--- config.mk ---
export PLATFORM = sky130hd
export DESIGN_NAME = fingerprint_recorder
export DESIGN_NICKNAME = d
export VERILOG_FILES = /design/src/rtl/fingerprint_recorder.sv
export SDC_FILE = /design/constraint.sdc
export NUM_CORES = 1
export LEC_CHECK = 0
export CAP_MARGIN = 30
export CORE_AREA = 2 2 98 100
export CTS_CLUSTER_SIZE = 20
export DETAILED_ROUTE_END_ITERATION = 16
export DIE_AREA = 0 0 100 102
export GPL_ROUTABILITY_DRIVEN = 0
export PLACE_DENSITY = 0.76
export SLEW_MARGIN = 25
export SYNTH_ARGS = -nofsm -noshare
export SYNTH_HDL_FRONTEND = slang
export SYNTH_SLANG_ARGS = --single-unit
--- constraint.sdc ---
create_clock -name clk -period 2.66 [get_ports clk]
set_clock_uncertainty 0.05 [all_clocks]
set_input_delay 0.532 -clock clk [delete_from_list [all_inputs] [get_ports clk]]
set_output_delay 0.532 -clock clk [all_outputs]
set_load 0.1 [all_outputs]
--- src/rtl/fingerprint_recorder.sv ---
// Records a mean-removed fingerprint: averages CAPTURE_LENGTH contiguous samples, then writes
// the next CAPTURE_LENGTH samples minus that mean (saturated, signed) to an external RAM port.
module fingerprint_recorder #(
    parameter int SAMPLE_DATA_WIDTH = 8,
    parameter int CAPTURE_LENGTH    = 1000,
    localparam int SUM_WIDTH  = $clog2(CAPTURE_LENGTH * (2 ** SAMPLE_DATA_WIDTH - 1) + 1),
    localparam int ADDR_WIDTH = $clog2(CAPTURE_LENGTH)
) (
    input  logic                         clk,
    input  logic                         rst,
    input  logic                         record_start,
    input  logic                         axiiv,
    input  logic [SAMPLE_DATA_WIDTH-1:0] axiid,
    output logic                         busy,
    output logic                         done,
    output logic [SAMPLE_DATA_WIDTH-1:0] mean_out,
    output logic                         wr_en,
    output logic [ADDR_WIDTH-1:0]        wr_addr,
    output logic [SAMPLE_DATA_WIDTH-1:0] wr_data
);

    localparam int W         = SAMPLE_DATA_WIDTH;
    localparam int CNT_WIDTH = $clog2(CAPTURE_LENGTH + 1);
    localparam int DIV_WIDTH = $clog2(SUM_WIDTH + 1);

    localparam logic [2:0] IDLE   = 3'd0;
    localparam logic [2:0] SUM    = 3'd1;
    localparam logic [2:0] DIVIDE = 3'd2;
    localparam logic [2:0] WRITE  = 3'd3;
    localparam logic [2:0] DONE   = 3'd4;

    localparam logic [CNT_WIDTH-1:0] CNT_FULL = CNT_WIDTH'(CAPTURE_LENGTH);
    localparam logic [CNT_WIDTH-1:0] CNT_LAST = CNT_WIDTH'(CAPTURE_LENGTH - 1);
    localparam logic [DIV_WIDTH-1:0] DIV_LAST = DIV_WIDTH'(SUM_WIDTH - 1);
    localparam logic [SUM_WIDTH:0]   DIVISOR  = (SUM_WIDTH + 1)'(CAPTURE_LENGTH);
    localparam logic [W-1:0]         SAT_MAX  = {1'b0, {(W - 1){1'b1}}};
    localparam logic [W-1:0]         SAT_MIN  = {1'b1, {(W - 1){1'b0}}};

    logic [2:0]           state_q, state_d;
    logic [SUM_WIDTH-1:0] acc_q, acc_d;
    logic [SUM_WIDTH-1:0] rem_q, rem_d;
    logic [CNT_WIDTH-1:0] cnt_q, cnt_d;
    logic [DIV_WIDTH-1:0] div_cnt_q, div_cnt_d;
    logic                 busy_q, busy_d;
    logic                 done_q, done_d;
    logic [W-1:0]         mean_q, mean_d;
    logic                 wr_en_q, wr_en_d;
    logic [ADDR_WIDTH-1:0] wr_addr_q, wr_addr_d;
    logic [W-1:0]         wr_data_q, wr_data_d;

    logic [SUM_WIDTH:0]   rem_shift;
    logic [SUM_WIDTH:0]   rem_sub;
    logic                 q_bit;
    logic [W:0]           diff;
    logic [W-1:0]         diff_sat;

    // acc_q doubles as the dividend/quotient shift register during DIVIDE.
    always_comb begin
        rem_shift = {rem_q, acc_q[SUM_WIDTH-1]};
        rem_sub   = rem_shift - DIVISOR;
        q_bit     = ~rem_sub[SUM_WIDTH];
    end

    always_comb begin
        diff = {1'b0, axiid} - {1'b0, mean_q};
        if (diff[W] != diff[W-1]) begin
            diff_sat = diff[W] ? SAT_MIN : SAT_MAX;
        end else begin
            diff_sat = diff[W-1:0];
        end
    end

    always_comb begin
        state_d   = state_q;
        acc_d     = acc_q;
        rem_d     = rem_q;
        cnt_d     = cnt_q;
        div_cnt_d = div_cnt_q;
        busy_d    = busy_q;
        done_d    = 1'b0;
        mean_d    = mean_q;
        wr_en_d   = 1'b0;
        wr_addr_d = wr_addr_q;
        wr_data_d = wr_data_q;
        case (state_q)
            IDLE: begin
                if (record_start) begin
                    state_d = SUM;
                    acc_d   = '0;
                    cnt_d   = '0;
                    mean_d  = '0;
                    busy_d  = 1'b1;
                end
            end
            SUM: begin
                if (cnt_q == CNT_FULL) begin
                    state_d   = DIVIDE;
                    rem_d     = '0;
                    div_cnt_d = '0;
                end else if (axiiv) begin
                    acc_d = acc_q + SUM_WIDTH'(axiid);
                    cnt_d = cnt_q + 1'b1;
                end else begin
                    acc_d = '0;
                    cnt_d = '0;
                end
            end
            DIVIDE: begin
                acc_d     = {acc_q[SUM_WIDTH-2:0], q_bit};
                rem_d     = q_bit ? rem_sub[SUM_WIDTH-1:0] : rem_shift[SUM_WIDTH-1:0];
                div_cnt_d = div_cnt_q + 1'b1;
                if (div_cnt_q == DIV_LAST) begin
                    mean_d  = {acc_q[W-2:0], q_bit};
                    state_d = WRITE;
                    cnt_d   = '0;
                end
            end
            WRITE: begin
                if (axiiv) begin
                    wr_en_d   = 1'b1;
                    wr_addr_d = cnt_q[ADDR_WIDTH-1:0];
                    wr_data_d = diff_sat;
                    cnt_d     = cnt_q + 1'b1;
                    if (cnt_q == CNT_LAST) begin
                        state_d = DONE;
                        busy_d  = 1'b0;
                        done_d  = 1'b1;
                    end
                end
            end
            DONE: begin
                state_d = IDLE;
            end
            default: begin
                state_d = IDLE;
                busy_d  = 1'b0;
            end
        endcase
    end

    always_ff @(posedge clk) begin
        if (rst) begin
            state_q   <= IDLE;
            acc_q     <= '0;
            rem_q     <= '0;
            cnt_q     <= '0;
            div_cnt_q <= '0;
            busy_q    <= 1'b0;
            done_q    <= 1'b0;
            mean_q    <= '0;
            wr_en_q   <= 1'b0;
            wr_addr_q <= '0;
            wr_data_q <= '0;
        end else begin
            state_q   <= state_d;
            acc_q     <= acc_d;
            rem_q     <= rem_d;
            cnt_q     <= cnt_d;
            div_cnt_q <= div_cnt_d;
            busy_q    <= busy_d;
            done_q    <= done_d;
            mean_q    <= mean_d;
            wr_en_q   <= wr_en_d;
            wr_addr_q <= wr_addr_d;
            wr_data_q <= wr_data_d;
        end
    end

    assign busy     = busy_q;
    assign done     = done_q;
    assign mean_out = mean_q;
    assign wr_en    = wr_en_q;
    assign wr_addr  = wr_addr_q;
    assign wr_data  = wr_data_q;

endmodule

==> flow_results.org, run 1 <==
** Floorplan
- Area of the die :: 0.01020 mm²
- Number of top-level pins :: 41
- DIE HEIGHT :: 102 µm
- For this configuration, the core starts out at a cell density of 52.32%.
- The floorplan step set the die width to roughly 100 µm.
- The initialized floorplan defines 35 standard-cell rows.
- After floorplanning, the core was sized to cover 0.009109 mm².

** Worst setup path
- CP required :: 2.87 ns
- Arrival time reported for the critical path endpoint :: 2.76 ns
- Setup Crit Path Kind :: in2reg
- Worst flop-to-flop path endpoint :: rem_q[16]$_SDFFE_PP0P_
- In this run the worst setup path terminates at wr_data[6]$_SDFFE_PP0P_.
- Startpoint Class :: primary input
- STA classifies the critical path endpoint as a flip-flop.
- Setup slack on the worst reg-to-reg path comes out at ~0.13 ns.
- Along the worst path, the maximum fanout reaches 4.
- Number of cell instances on the worst register-to-register path :: 6
- Critical path startpoint :: axiid[2]
- The startpoint identified for the worst register-to-register timing path is rem_q[12]$_SDFFE_PP0P_.

** Synth
- Counting every net in the synthesized netlist gives 622.
- The netlist uses 71 different library cells.
- In the post-synthesis netlist, the biggest area contributors are dfxtp_1, ha_1, a21oi_1.
- For this run, the leading register cell type out of synthesis is dfxtp_1.
- Summing every instance area after synthesis gives 0.004766 mm².
- Synthesis warning total :: 0
- Counting flops with an async set or reset pin after synthesis yields a share of 0%.
- Synthesized area divided by synthesized cell count :: 8.119 µm²
- In the synthesized netlist, the cells that appear most often are dfxtp_1, nand2_1, a21oi_1.
- Leading area contributor after synthesis :: dfxtp_1
- In this run, synthesis produced a sequential element count of 83.
- Gate count of the mapped netlist :: 587
- Area share of the largest cell type after synthesis :: 34.86%
- Most frequent cell after synthesis :: dfxtp_1
- Of the synthesized area, sequential elements account for 34.86%.
- Number of flops mapped to enable cells by yosys :: 0

** Global routing
- Global-route wire length before repair :: 19910 µm
- Maximum number of pins on one net before global-route repair :: 39
- Global router's overall resource usage :: a little under a quarter
- The number of global-route vias before repair is 4306.
- The number of antenna violations at the first check in global routing is 0.
- Summed over all layers, the global routing overflow is 0.

** Drt
- Number of nets still failing antenna checks after routing :: 0
- Drt first-iter violations :: 203
- The detailed router placed 4650 vias in this run.
- Post-detailed-route via-to-cell ratio :: 5.985
- Number of design rule violations left after detail routing :: 0
- DR WL/cell :: 15.23 µm
- For this block, the routed nets add up to around 12000 µm of wire.
- The first detailed-routing pass ran for 4 iterations.

** Layout
- Area added between synthesis and finish :: 21.63%
- 0 antenna diodes ended up in the layout.
- Number of standard cells in the layout, taps in and fillers out :: 777
- Net count, final :: just under 700
- Cells with a size suffix above 1 make up 19.52% of the layout.
- For this run, the share of the core covered by cells in the final layout is 63.64%.

** Timing
- Min setup slack post-route :: 0.1048 ns
- Dividing the final minimum period by the clock period gives 96.06%.
- Based on the critical path, the design can be clocked at up to 391.4 MHz.
- Measured against its own limit, the worst slew margin works out to around half.
- The number of hold violations in the final report was 0.
- Pin slew with the least headroom to its limit :: 0.7360 ns
- The count of final max-slew check failures is 0.
- Final number of setup-violating endpoints :: 0
- The worst path needs 2.555 ns of the cycle, external delays included.
- Setup repair after global routing left no endpoint under its margin.

** Pwr
- In this run the static leakage power is 2.290 nW.
- Total power per unit cell area :: 495.4 mW/mm²
- Clk pwr share :: 33.2%
- Internal power comes to 1.974 mW.
- In this run, the combinational gates consume about a fifth of the power.
- The analysis attributes to net switching a power of 0.8976 mW.
- Share of power burned in registers :: about 45%
- Peak supply drop :: 0.3212 mV
- Proportion of total power due to net switching :: 31.26%

** Placed design
- Port buffering added 40 buffers.
- Worst slack after detailed placement :: -0.5336 ns
- Total instance count after detailed placement :: 761
- Half-perimeter wire length after placement :: 8820 µm

** Run
- Max-cap violations in this run came to 0.

** Clocking
- # Post-CTS Setup Buffers :: 0
- At the later pin of the worst-skew pair, clock insertion delay measures approximately 0.37 ns.
- CTS H-Tree Depth :: 3
- Number of hold buffers added after cts :: 0
- For this design, the sink count on the clock tree is 83.
- TritonCTS built the clock tree.
- Root buffer selected by CTS :: clkbuf_8
- Max clock buf depth :: 2
- After clock tree synthesis, the clock-pin slew on the worst setup and hold paths is 0.09 ns.
- Clock tree synthesis inserted a total of 9 buffers.

** Worst hold path
- Type of the worst min-delay path :: reg2reg

** Outcome
- Outcome :: completed
-- power groups by stage --
| stage | clock network (mW) | registers, mW | logic (mW) |
|---|---|---|---|
| after global routing | 1.03 | 1.31 | 0.672 |
| final | 0.953 | 1.30 | 0.614 |
| after global placement | 0 | 1.33 | 0.576 |
| after floorplan | 0 | 1.35 | 0.356 |
| after detailed placement | 0 | 1.33 | 0.592 |
| after CTS | 0.978 | 1.30 | 0.602 |
-- metal layers --
metal	global-route usage (%)	routed length, µm
met5	0	0
met4	8.325	272
met3	4.720	545
met2	39.40	5480
met1	31.02	5538
-- placed cells by master (no fill, tap or decap), types with 17 or more instances in the layout --
master	synthesis	layout
a21oi_1	51	51
buf_4	0	82
dfxtp_1	83	76
ha_1	21	20
inv_1	25	25
nand2_1	56	56
nand3_1	17	17
nor2_1	50	50
nor3_1	23	21
o21ai_0	33	33
-- stage by stage --
stage / total power, mW / instance area [µm²] / TNS [ns] / hold slack [ns]
final: 2.872 / 5797 / 0 / 0.4101
after global routing: 3.008 / 5797 / 0 / 0.4111
after CTS: 2.884 / 5761 / 0 / 0.3869
after detailed placement: 1.925 / 5532 / -5.743 / 0.4005
after global placement: 1.908 / 5532 / -4.210 / 0.3935
after floorplan: 1.708 / 4775 / 0 / 0.3986
-- logic make-up (layout without fill, tap and decap cells) --
family	Yosys count	after routing	share of synthesized area [%]
simple gates	214	214	23.10
compound gates	184	184	25.81
flops	83	83	34.86
buf+inv	55	134	4.332
fa+ha+maj	28	28	7.404
xor+xnor	20	20	3.833
mux	3	3	0.6563
-- sequential cells by signal (all words and copies together) (netlist names), 3 cells and up --
signal,flops
acc_q,18
cnt_q,10
div_cnt_q,5
mean_out,8
rem_q,18
state_q,3
wr_addr,10
wr_data,8
-- critical path, stage by stage --
cell	delay, ns
clkdlybuf4s50_1	0.45
ha_1	0.33
nor2b_2	0.16
o31a_1	0.27
buf_4	0.16
o31a_1	0.31
a21oi_1	0.16
a22oi_1	0.08
o31a_1	0.30
-- layout make-up --
| type | count | area [µm²] |
|---|---|---|
| Fill cell | 800 | 3312 |
| Multi-Input combinational cell | 449 | 2963 |
| Sequential cell | 83 | 1670 |
| Timing Repair Buffer | 93 | 723.2 |
| Tap cell | 111 | 138.9 |
| Clock buffer | 9 | 123.9 |
| Inverter | 25 | 93.84 |
| Clock inverter | 7 | 83.83 |
-- timing repair --
action / in CTS / in global routing
gates resized for setup: 6 / 7
pin swaps: 2 / 6
setup endpoints to repair: 8 / 13
-- how the worst min path moves through the flow --
stage | start | endpoint | slack (ns) | cells after the start
4_1_cts | rst | wr_addr[7]$_SDFFE_PP0P_ | 0.39 | 2
6_report | wr_addr[0]$_SDFFE_PP0P_ | wr_addr[0]$_SDFFE_PP0P_ | 0.41 | 2
5_1_grt | rst | wr_data[7]$_SDFFE_PP0P_ | 0.41 | 2
2_1_floorplan | div_cnt_q[4]$_SDFFE_PP0P_ | div_cnt_q[4]$_SDFFE_PP0P_ | 0.40 | 1
3_5_place_dp | wr_addr[0]$_SDFFE_PP0P_ | wr_addr[0]$_SDFFE_PP0P_ | 0.40 | 2
3_3_place_gp | wr_addr[9]$_SDFFE_PP0P_ | wr_addr[9]$_SDFFE_PP0P_ | 0.39 | 2
Note: power is estimated with default switching activity, not from simulation.
==> run 2: changes to the inputs <==
--- a/config.mk
+++ b/config.mk
@@ -5,11 +5,12 @@
 export SDC_FILE = /design/constraint.sdc
 export NUM_CORES = 1
 export LEC_CHECK = 0
+export ABC_AREA = 1
 export CAP_MARGIN = 30
-export CORE_AREA = 2 2 98 100
+export CORE_AREA = 2 2 103 105
 export CTS_CLUSTER_SIZE = 20
 export DETAILED_ROUTE_END_ITERATION = 16
-export DIE_AREA = 0 0 100 102
+export DIE_AREA = 0 0 105 107
 export GPL_ROUTABILITY_DRIVEN = 0
 export PLACE_DENSITY = 0.76
 export SLEW_MARGIN = 25
==> run 2 against run 1 <==
Net effect: sequential share of layout area shrank 0.76 points; clock power increased by 7%; die area up 10%; clock-buffer cell count is 1 higher; via count up 14%; total power increased by 150%; critical path type unchanged; largest cell class unchanged.
==> flow_results.org, run 2 <==
** Clocking
- TritonCTS built the clock tree.
- TritonCTS buffer count :: 9
- In this run, post-CTS hold repair placed 0 buffers.
- The H-tree was split into 3 levels.
- The cell sitting at the root of the clock tree is a clkbuf_8.
- After clock tree synthesis, the clock-pin slew on the worst setup and hold paths is 0.09 ns.
- Worst-skew pair later-pin latency :: 0.36 ns
- Max clock buf depth :: 2
- Quantity of gates resized following cts :: 0
- For this design, the sink count on the clock tree is 83.
- Once the clock tree was built, the setup fixing pass inserted 0 buffers.

** Pwr
- Internal :: 3.330 mW
- Combinational cells account for 60.0% of the total power.
- Proportion of total power due to net switching :: 52.97%
- Peak supply drop :: 0.6787 mV
- Switching component of the power :: 3.751 mW
- Total power per unit cell area :: 1196 mW/mm²
- Share of power burned in registers :: 25.6%
- The share of total power dissipated in the clock network is 14.4%.
- Lkg Pwr :: 2.651 nW
- Pwr Total :: 7.081 mW

** Drt
- After detailed routing, the number of remaining DRC violations is 0.
- For this block, the routed nets add up to 12860 µm of wire.
- In the final routed layout, each cell accounts on average for 12.91 µm.
- Dividing the detail-routed via count by the number of cells gives 5.336.
- Drt pass-1 iters :: 5
- Once detail routing completed, the nets flagged for antenna violations numbered 0.
- Vias :: 5315
- Drt first-iter violations :: approximately 250

** Synth
- After Yosys synthesis, XOR and XNOR cells account for 2.318% of the synthesized area.
- Gate count of the mapped netlist :: 820
- The mapped netlist covers around 0.0053 mm².
- Synthesized netlist net count :: about 860
- Dominant combinational cell family by area after synthesis :: simple AND/OR/NAND/NOR gates
- Counting flops with an async set or reset pin after synthesis yields a share of 0%.
- Count of cell types in the netlist :: 40
- Multiplexer area fraction after synthesis :: 0%
- In this run the biggest area consumer among cell types represents 31.41% of the synthesized area.
- Top post-synthesis cells by count :: nand2_1, inv_1, nor2_1
- Synthesis warning total :: 0
- In this run, synthesis produced a sequential element count of 83.
- Of the total synthesized cell area, the portion taken by full adders, half adders and majority gates is 5.724%.
- In the synthesized netlist the dominant register cell turns out to be dfxtp_1.
- After synthesis, flip-flops and latches occupy a little under a third of the total area.
- Number of flops mapped to enable cells by yosys :: 0
- Compound-cell area share of the yosys netlist :: 16.84%
- Most frequent cell after synthesis :: nand2_1
- Of the total synthesized cell area, the portion taken by AND, OR, NAND and NOR gates is 33.28%.
- Synth area leaders :: dfxtp_1, nand2_1, a21oi_1
- Synthesized area divided by synthesized cell count :: 6.451 µm²
- The biggest area contributor in the post-synthesis netlist is dfxtp_1.

** Timing
- Setup repair after global routing left no endpoint under its margin.
- Slew Viols, Final :: 0
- Based on the critical path, the design can be clocked at up to 427.9 MHz.
- Minimum clock period after layout :: 2.337 ns
- The number of hold violations in the final report came to 0.
- The worst path uses 87.87% of the clock period.
- Setup violations remaining at the end of the flow were counted as 0.
- Worst relative slew slack :: 38.89%
- The tightest hold path in the finished design has a slack of 0.4139 ns.
- Pin slew with the least headroom to its limit :: 0.9166 ns

** Floorplan
- Area of the die :: 0.01124 mm²
- roughly 40 I/O pins were placed.
- In this run the vertical extent of the chip is ~110 µm.
- Number of core rows :: 37
- Core region area :: just over 0.01 mm²
- Die Width :: around 110 µm
- Initial core utilization :: 52.42%

** Global routing
- The first global-routing pass estimated 21820 µm of wire.
- After global routing, the most crowded layer is met2.
- Global routing used about 30% of the available met1 tracks.
- Vias in the first global route :: 4951
- GRT overflow :: 0
- Global routing consumed, on the met3 layer, 4.255% of the routing resources.
- Global router's overall resource usage :: a little under a quarter
- Entering global routing, the biggest net connects 46 pins.
- Met2 demand-to-capacity share in global routing :: 39.01%
- The number of antenna violations at the first check in global routing is 0.

** Layout
- Once layout is complete, the utilization of the core stands at between 50% and 60%.
- Most frequent cells in the layout :: nand2_1, inv_1, nor2_1
- Of the cells placed in the final design, the portion with a size suffix greater than 1 is just under 10%.
- The library cell used most frequently in the layout, excluding fill and tap cells, is nand2_1.
- Largest registers ranked by flip-flop count :: acc_q x18, rem_q x18
- Compared with the post-synthesis result, the final layout area differs by 11.97%.
- Diodes inserted :: 0
- Net count, final :: 891

** Placed design
- Buffers placed on the I/O ports in this run total 40.
- Half-perimeter wire length after placement :: 9314 µm

** Worst setup path
- The worst setup path is launched from a primary input.
- Arrival time reported for the critical path endpoint :: roughly 2.6 ns
- Startpoint of the lowest-slack register-to-register path :: state_q[2]$_SDFFE_PP0P_
- The most critical setup path has its startpoint at axiid[0].
- By startpoint and endpoint, the worst setup path is classified as in2reg.
- Top fanout value on the critical path :: 5
- STA classifies the critical path endpoint as a flip-flop.
- At the worst endpoint, the required time is 2.91 ns.

** Worst hold path
- The tightest min-delay check is of the reg2reg type.
- Beginning of the worst hold path :: rem_q[0]$_SDFFE_PP0P_

** Run
- Max-cap violations in this run came to 0.

** Outcome
- The run finished with clean final reports.
## run 2: cell types whose count changed after synthesis, sizes merged, moves of 15 or more
cell / previous run / this run
buf: 2 / 17
a22o: 16 / 0
nand3: 17 / 64
nand2: 56 / 219
clkbuf: 28 / 9
o21ai: 33 / 61
inv: 25 / 103
nor2: 51 / 93
a21oi: 51 / 84
## run 2: critical path, stage by stage
cell             delay, ns
clkdlybuf4s50_1       0.50
ha_1                  0.18
inv_1                 0.06
fa_1                  0.40
o21ai_0               0.18
buf_4                 0.15
nand3_1               0.08
nand2_1               0.15
nand2_1               0.07
nand2_1               0.07
nand3_1               0.08
a21oi_1               0.12
## run 2: final cells by class
type / count / area, µm²
clock inverters: 5 / 77.57
inverters: 103 / 389.1
clock buffers: 10 / 137.6
multi-input cells: 608 / 3077
well taps: 136 / 170.2
flip-flops and latches: 83 / 1662
fillers: 1011 / 4169
repair buffers: 51 / 410.4
## run 2: per-stage QoR
stage / worst slack (ns) / cell area [µm²] / std cells / TNS [ns]
2_1_floorplan: 0.2044 / 5290 / 820 / 0
3_3_place_gp: 0.03161 / 5708 / 981 / 0
3_5_place_dp: -0.06440 / 5708 / 981 / -0.1715
4_1_cts: 0.3302 / 5923 / 996 / 0
5_1_grt: 0.1244 / 5923 / 996 / 0
6_report: 0.3228 / 5923 / 996 / 0
## run 2: logic make-up after synthesis
kind of cell,count (synthesis)
AND/OR/NAND/NOR,408
AO/OA/AOI/OAI,163
buffers and inverters,129
flip-flops,83
adder cells (fa/ha/maj),23
XOR/XNOR,14
## run 2: worst paths after layout
path                                          endpoint  slack, ns  cells after the start
worst min-delay path             rem_q[1]$_SDFFE_PP0P_       0.41                      2
worst min register to register   rem_q[1]$_SDFFE_PP0P_       0.41                      2
worst max register to register  rem_q[10]$_SDFFE_PP0P_       0.59                      9
worst max-delay path            acc_q[12]$_SDFFE_PP0P_       0.32                     12
## run 2: layer usage
layer	wire (µm)	vias up
met3	668	24
met4	272	0
met1	5896	2412
li1	-	2726
met2	6021	153
met5	0	-
## run 2: power groups by stage
| stage | combinational, mW | sequential, mW | clock [mW] |
|---|---|---|---|
| after floorplan | 3.04 | 2.29 | 0 |
| after global placement | 4.08 | 1.82 | 0 |
| after detailed placement | 4.20 | 1.84 | 0 |
| after CTS | 4.21 | 1.81 | 1.03 |
| after global routing | 5.08 | 1.90 | 1.07 |
| final | 4.25 | 1.81 | 1.02 |
